**config.mk**
```make
export PLATFORM = sky130hd
export DESIGN_NAME = ovc_state_ctrl
export DESIGN_NICKNAME = d
export VERILOG_FILES = /design/src/rtl/ovc_state_ctrl_pkg.sv /design/src/rtl/ovc_state_entry.sv /design/src/rtl/ovc_state_ctrl.sv
export SDC_FILE = /design/constraint.sdc
export NUM_CORES = 1
export LEC_CHECK = 0
export ABC_AREA = 1
export BUFFER_PORTS_ARGS = -buffer_cell sky130_fd_sc_hd__buf_2
export CORE_ASPECT_RATIO = 0.75
export CORE_MARGIN = 2
export CORE_UTILIZATION = 45
export DETAILED_ROUTE_END_ITERATION = 10
export PLACE_DENSITY = 0.62
export SLEW_MARGIN = 5
export SYNTH_ARGS = -nofsm -noshare
export SYNTH_HDL_FRONTEND = slang
export SYNTH_SLANG_ARGS = --single-unit
```
**constraint.sdc**
```tcl
create_clock -name clk -period 1.65 [get_ports clk]
set_input_delay 0 -clock clk [delete_from_list [all_inputs] [get_ports clk]]
set_output_delay 0 -clock clk [all_outputs]
set_load 0.1 [all_outputs]
```
**src/rtl/ovc_state_ctrl_pkg.sv**
```systemverilog
// Shared types and helpers for the output-VC state controller.
// Encodings match the router-wide OVC state values (IDLE/ACTIVE/DRAIN).
package ovc_state_ctrl_pkg;

    localparam int unsigned OVC_V         = 2;
    localparam int unsigned OVC_BUF_DEPTH = 4;

    typedef enum logic [1:0] {
        OVC_IDLE   = 2'b00,
        OVC_ACTIVE = 2'b01,
        OVC_DRAIN  = 2'b10
    } ovc_state_e;

    // Common one-hot test for the alloc, send and credit VC vectors.
    function automatic logic is_onehot(input logic [31:0] v);
        return (v != 32'd0) && ((v & (v - 32'd1)) == 32'd0);
    endfunction

endpackage

```
**src/rtl/ovc_state_entry.sv**
```systemverilog
// One output VC: state FSM, credit counter and per-entry protocol errors.
// OVC_EARLY_REALLOC_EN: tail send returns the VC straight to IDLE, skipping DRAIN.
module ovc_state_entry
    import ovc_state_ctrl_pkg::*;
#(
    parameter int BUF_DEPTH = 4,
    parameter int CW        = $clog2(BUF_DEPTH + 1)
) (
    input  logic clk,
    input  logic rst,
    input  logic i_alloc,
    input  logic i_send,
    input  logic i_send_tail,
    input  logic i_credit,
    output logic o_avail,
    output logic o_cready,
    output logic o_err
);

    localparam logic [CW-1:0] FULL = CW'(BUF_DEPTH);

    ovc_state_e    r_state;
    ovc_state_e    w_state_d;
    logic [CW-1:0] r_cnt;
    logic [CW-1:0] w_cnt_d;
    logic          r_avail;
    logic          r_cready;
    logic          w_send_ok;
    logic          w_credit_ok;

    // A same-cycle credit covers a send at zero, and a send covers a credit at full.
    assign w_send_ok   = i_send && (r_state != OVC_IDLE) && ((r_cnt != '0) || i_credit);
    assign w_credit_ok = i_credit && ((r_cnt != FULL) || w_send_ok);

    always_comb begin
        w_cnt_d = r_cnt;
        if (w_send_ok && !w_credit_ok) begin
            w_cnt_d = r_cnt - CW'(1);
        end else if (w_credit_ok && !w_send_ok) begin
            w_cnt_d = r_cnt + CW'(1);
        end
    end

    always_comb begin
        w_state_d = r_state;
        case (r_state)
            OVC_IDLE: begin
                if (i_alloc) w_state_d = OVC_ACTIVE;
            end
            OVC_ACTIVE: begin
`ifdef OVC_EARLY_REALLOC_EN
                if (w_send_ok && i_send_tail) w_state_d = OVC_IDLE;
`else
                if (w_send_ok && i_send_tail) w_state_d = OVC_DRAIN;
`endif
            end
            OVC_DRAIN: begin
`ifdef OVC_EARLY_REALLOC_EN
                w_state_d = OVC_IDLE;
`else
                if (w_cnt_d == FULL) w_state_d = OVC_IDLE;
`endif
            end
            default: w_state_d = OVC_IDLE;
        endcase
    end

    assign o_err = (i_alloc && (r_state != OVC_IDLE))
                 || (i_send && !w_send_ok)
                 || (i_credit && !w_credit_ok);

    always_ff @(posedge clk or posedge rst) begin
        if (rst) begin
            r_state  <= OVC_IDLE;
            r_cnt    <= FULL;
            r_avail  <= 1'b1;
            r_cready <= 1'b0;
        end else begin
            r_state  <= w_state_d;
            r_cnt    <= w_cnt_d;
            r_avail  <= (w_state_d == OVC_IDLE);
            r_cready <= (w_state_d == OVC_ACTIVE) && (w_cnt_d != '0);
        end
    end

    assign o_avail  = r_avail;
    assign o_cready = r_cready;

endmodule

```
**src/rtl/ovc_state_ctrl.sv**
```systemverilog
// Per-output-port OVC controller: V entries plus one-hot checking and sticky errFlag.
// OVC_EARLY_REALLOC_EN selects early reallocation in each entry (default: via DRAIN).
module ovc_state_ctrl
    import ovc_state_ctrl_pkg::*;
#(
    parameter int BUF_DEPTH = OVC_BUF_DEPTH,
    parameter int CW        = $clog2(BUF_DEPTH + 1),
    parameter int V         = OVC_V
) (
    input  logic         clk,
    input  logic         rst,
    input  logic         allocValid,
    input  logic [V-1:0] allocVC,
    input  logic         sendValid,
    input  logic [V-1:0] sendVC,
    input  logic         sendTail,
    input  logic         creditValid,
    input  logic [V-1:0] creditVC,
    output logic [V-1:0] outVCAvailable,
    output logic [V-1:0] creditReady,
    output logic         errFlag
);

    logic         w_alloc_ok;
    logic         w_send_ok;
    logic         w_credit_ok;
    logic         w_vec_err;
    logic [V-1:0] w_entry_err;
    logic         r_err;

    // A malformed vector discards the whole event, not just the extra bits.
    assign w_alloc_ok  = allocValid  && is_onehot(32'(allocVC));
    assign w_send_ok   = sendValid   && is_onehot(32'(sendVC));
    assign w_credit_ok = creditValid && is_onehot(32'(creditVC));
    assign w_vec_err   = (allocValid && !w_alloc_ok) || (sendValid && !w_send_ok)
                       || (creditValid && !w_credit_ok);

    for (genvar j = 0; j < V; j++) begin : g_vc
        ovc_state_entry #(
            .BUF_DEPTH(BUF_DEPTH),
            .CW       (CW)
        ) u_entry (
            .clk        (clk),
            .rst        (rst),
            .i_alloc    (w_alloc_ok && allocVC[j]),
            .i_send     (w_send_ok && sendVC[j]),
            .i_send_tail(sendTail),
            .i_credit   (w_credit_ok && creditVC[j]),
            .o_avail    (outVCAvailable[j]),
            .o_cready   (creditReady[j]),
            .o_err      (w_entry_err[j])
        );
    end

    always_ff @(posedge clk or posedge rst) begin
        if (rst) begin
            r_err <= 1'b0;
        end else if (w_vec_err || (|w_entry_err)) begin
            r_err <= 1'b1;
        end
    end

    assign errFlag = r_err;

endmodule

```
==> results.md <==
* Worst-Skew Late Latency at 0.28 ns
* P_int at approximately 1.2 mW
* Die Wd at 62.9 µm
* Cell taking the most area after synthesis: dfrtp_1
* Number of global-route vias before repair at 861
* Initial DRT Pass Iterations at 4
* GRT Util Overall at 0.162
* Crit Path Class: reg2reg
* Total wire length at 2.42 mm
* Multi-input logic area at 713 µm²
* Mapped Cells at 156
* Hold Path Class: in2reg
* Max Cap Violations at 0
* Setup violations, final at 0
* Final min period at 1.57 ns
* Fill count at 227
* DRT iter0 DRCs at 50
* Detail Placement HPWL at 1.87 mm
* Die Area at 3030 µm²
* Clock power frac at 0.085
* RR Endpoint: g_vc[1].u_entry.o_cready
* WL/cell at 11.2 µm
* Share of post-route cells with drive strength above 1 at 0.403
* Tcrit/Tclk final at 0.949
* Core area at 2380 µm²
* Clk buf depth at 2
* Final slew viol count at 0
* Slew at the pin with the worst max-slew slack at 0.542 ns
* Net Switching at about 1.2 mW
* Worst Reg2Reg Path Length in Cells at 7
* Mapped Avg Cell Area at 7.51 µm²
* Synthesized area at 1170 µm²
* Max H-tree Level at 1
* First-pass GRT wire length at 3.62 mm
* Synth-to-Final Area Change at 22.0%
* Via density at approximately 4.8
* DRC viols at 0
* Post-Route Setup TNS at 0 ns
* Sequential cell area at approximately 380 µm²
* Syn nets at 174
* Initial antenna violation count at 0
* GR Overflow Total at 0
* Comb power frac at 0.637
* Synth Flop Type: dfrtp_1
* Critical Path Source: g_vc[1].u_entry.r_cnt[0]
* Initial Util at 0.491
* Slowest CP cell: dfrtp_1
* Root Buffer: clkbuf_4
* Max Freq at 638 MHz
* Switching Fraction at 0.517
* Hold Vio Cnt, Final at 0
* Rel. slew slack at 0.638
* Number of diodes at 0
* Crit path buf inv count at 1
* Die H at 48.2 µm
* CP Capture Point: g_vc[1].u_entry.o_cready
* Clock sink count at 15
* Worst Clk Skew at 0.00866 ns
* Pwr/cell area at approximately 1700 nW/µm²
* DR vias at 1,036
* Post-Layout Cell Count at between 200 and 250
* I/O Pins at 17
* CP Depth at 7
* Peak supply drop at between 0.001 and 0.0015 V
* R2r setup slk at 0.08 ns
* CTS tree: built
* Post-synth EDFFs at 0
* Post-route ant nets at 0
* Largest net degree at the start of global routing at 16
* Max incr delay on CP at 0.40 ns
* Startpoint Class: register
* Largest fanout on the critical path at 3
* Synth area leaders: dfrtp_1 24%, nand2_1 11%, dfstp_2 9.0%, inv_1 8.0%, nand3_1 7.3%
* CP required at 1.88 ns
* Synth top area share at 0.235
* Post-synthesis register bit count at 15
* R2r startpoint: g_vc[1].u_entry.r_cnt[0]
* Ys async rst share at 1.00
* Critical path data arrival time at 1.80 ns
* Crit. End Element: register
* Largest delay share family, worst path: compound AO/OA/AOI/OAI gates
* CP Cell Sequence: inv_2 > ha_4 > nand2_1 > o21ai_1 > nor2_1 > o31ai_4 > o21a_1
* Total number of yosys warnings at 0
* Register share of total power at 0.278
* Cells after DPL at 204
* Number of port buffers at 16
* Routability Congestion at 0.826
* Final nets at 200
* Register area share after synthesis at 0.325
* Cts bufs inserted at 3
* Netlist cell types at 25
* Leakage Power at about 0.73 nW
* Clock transition at path regs at approximately 0.090 ns
* Row count at 15
* Status: finished clean
-- area by class of cell --
type	count	share of cell area
Multi-Input combinational cell	107	0.499
Sequential cell	15	0.266
Timing Repair Buffer	25	0.108
Inverter	30	0.0788
Tap cell	34	0.0298
Clock buffer	4	0.0184
-- power groups by stage --
stage	Sequential, mW	Combinational, mW	Clock [mW]
2_1_floorplan	0.645	1.13	0
3_3_place_gp	0.667	1.28	0
3_5_place_dp	0.671	1.29	0
4_1_cts	0.665	1.30	0.209
5_1_grt	0.692	1.67	0.228
6_report	0.669	1.53	0.205
-- synthesized netlist by cell type (2+ instances only) --
| cell | count |
|---|---|
| ha_1 | 6 |
| xor2_1 | 2 |
| buf_4 | 4 |
| nor2_2 | 7 |
| o31ai_4 | 2 |
| nand2_1 | 33 |
| nor2_4 | 2 |
| dfstp_2 | 4 |
| o21ai_1 | 2 |
| nor2_1 | 10 |
| nand4_1 | 5 |
| nand3_2 | 6 |
| nand3_1 | 17 |
| inv_1 | 25 |
| nand2_2 | 7 |
| dfrtp_1 | 11 |
| o21a_1 | 2 |
| inv_2 | 4 |
-- kinds of logic after synthesis --
logic type      Yosys count  synth area share
fa+ha+maj                 6            0.0641
compound gates           10            0.0801
xor+xnor                  2            0.0150
flops                    15             0.325
simple gates             89             0.394
buf+inv                  34             0.122
-- registers in the layout, summed over array words and instances, names as in the netlist --
signal / cells
g_vc.u_entry.r_cnt: 6
g_vc.u_entry.r_state: 4
g_vc.u_entry.o_avail: 2
g_vc.u_entry.o_cready: 2
errFlag: 1
-- timing repair --
item | 4_1_cts | 5_1_grt
hold endpoints to repair | 11 | 0
buffers inserted | 0 | 6
endpoints found under the setup margin | 0 | 6
hold buffers | 1 | 0
resized for setup | 0 | 19
-- cell usage in the layout (no fill, tap or decap) --
| cell | instances |
|---|---|
| or2_2 | 1 |
| clkbuf_1 | 1 |
| a21oi_1 | 1 |
| nand3_2 | 8 |
| clkinv_1 | 1 |
| dfrtp_1 | 11 |
| nor2_1 | 10 |
| buf_4 | 7 |
| nor2_2 | 6 |
| nand2_1 | 30 |
| ha_1 | 3 |
| clkbuf_4 | 3 |
| nand2_2 | 9 |
| dfstp_2 | 4 |
| o31ai_4 | 2 |
| dlygate4sd3_1 | 1 |
| xor2_1 | 2 |
| nand2_4 | 1 |
| nand4_1 | 5 |
| nand3b_1 | 1 |
| nand3_1 | 15 |
| nor2_4 | 3 |
| inv_1 | 20 |
| o21ai_1 | 2 |
| o2111ai_1 | 1 |
| o21a_1 | 2 |
| inv_2 | 9 |
| ha_4 | 3 |
| buf_2 | 16 |
| o31ai_1 | 1 |
| o21ai_0 | 1 |
| buf_6 | 1 |
-- stage by stage --
step | utilization | worst slack, ns | hold WS [ns] | instance area (µm²) | total power, mW
2_1_floorplan | - | 0.211 | -0.101 | 1170 | 1.78
3_3_place_gp | 0.536 | 0.0974 | 0.0644 | 1280 | 1.95
3_5_place_dp | 0.536 | 0.0353 | 0.0766 | 1280 | 1.96
4_1_cts | 0.552 | 0.0133 | 0.107 | 1320 | 2.17
5_1_grt | 0.599 | -0.0292 | 0.125 | 1430 | 2.59
6_report | 0.599 | 0.0837 | 0.0993 | 1430 | 2.41
-- layer usage --
metal | up-vias | part of all wire | GRT usage
met5 | - | 0 | 0
met4 | 0 | 0.0070 | 0.0933
met3 | 2 | 0.039 | 0.0208
met2 | 23 | 0.43 | 0.245
met1 | 471 | 0.52 | 0.231
li1 | 540 | - | -
-- worst min-delay path, cell delays in order --
cell and delay, ns:
buf_2 0.09, nand3_1 0.08, o2111ai_1 0.07, nand3b_1 0.11
-- how the worst min path moves through the flow --
stage	startpoint	endpoint	slack, ns	cells after the start
after detailed placement	rst	g_vc[0].u_entry.r_state[0]	0.08	2
final	allocValid	errFlag	0.1	4
after global placement	rst	g_vc[0].u_entry.r_state[0]	0.06	2
after global routing	allocValid	errFlag	0.12	4
after floorplan	rst	errFlag	-0.10	1
after CTS	allocValid	errFlag	0.11	4
No activity file was read; power rests on OpenSTA's default activity.
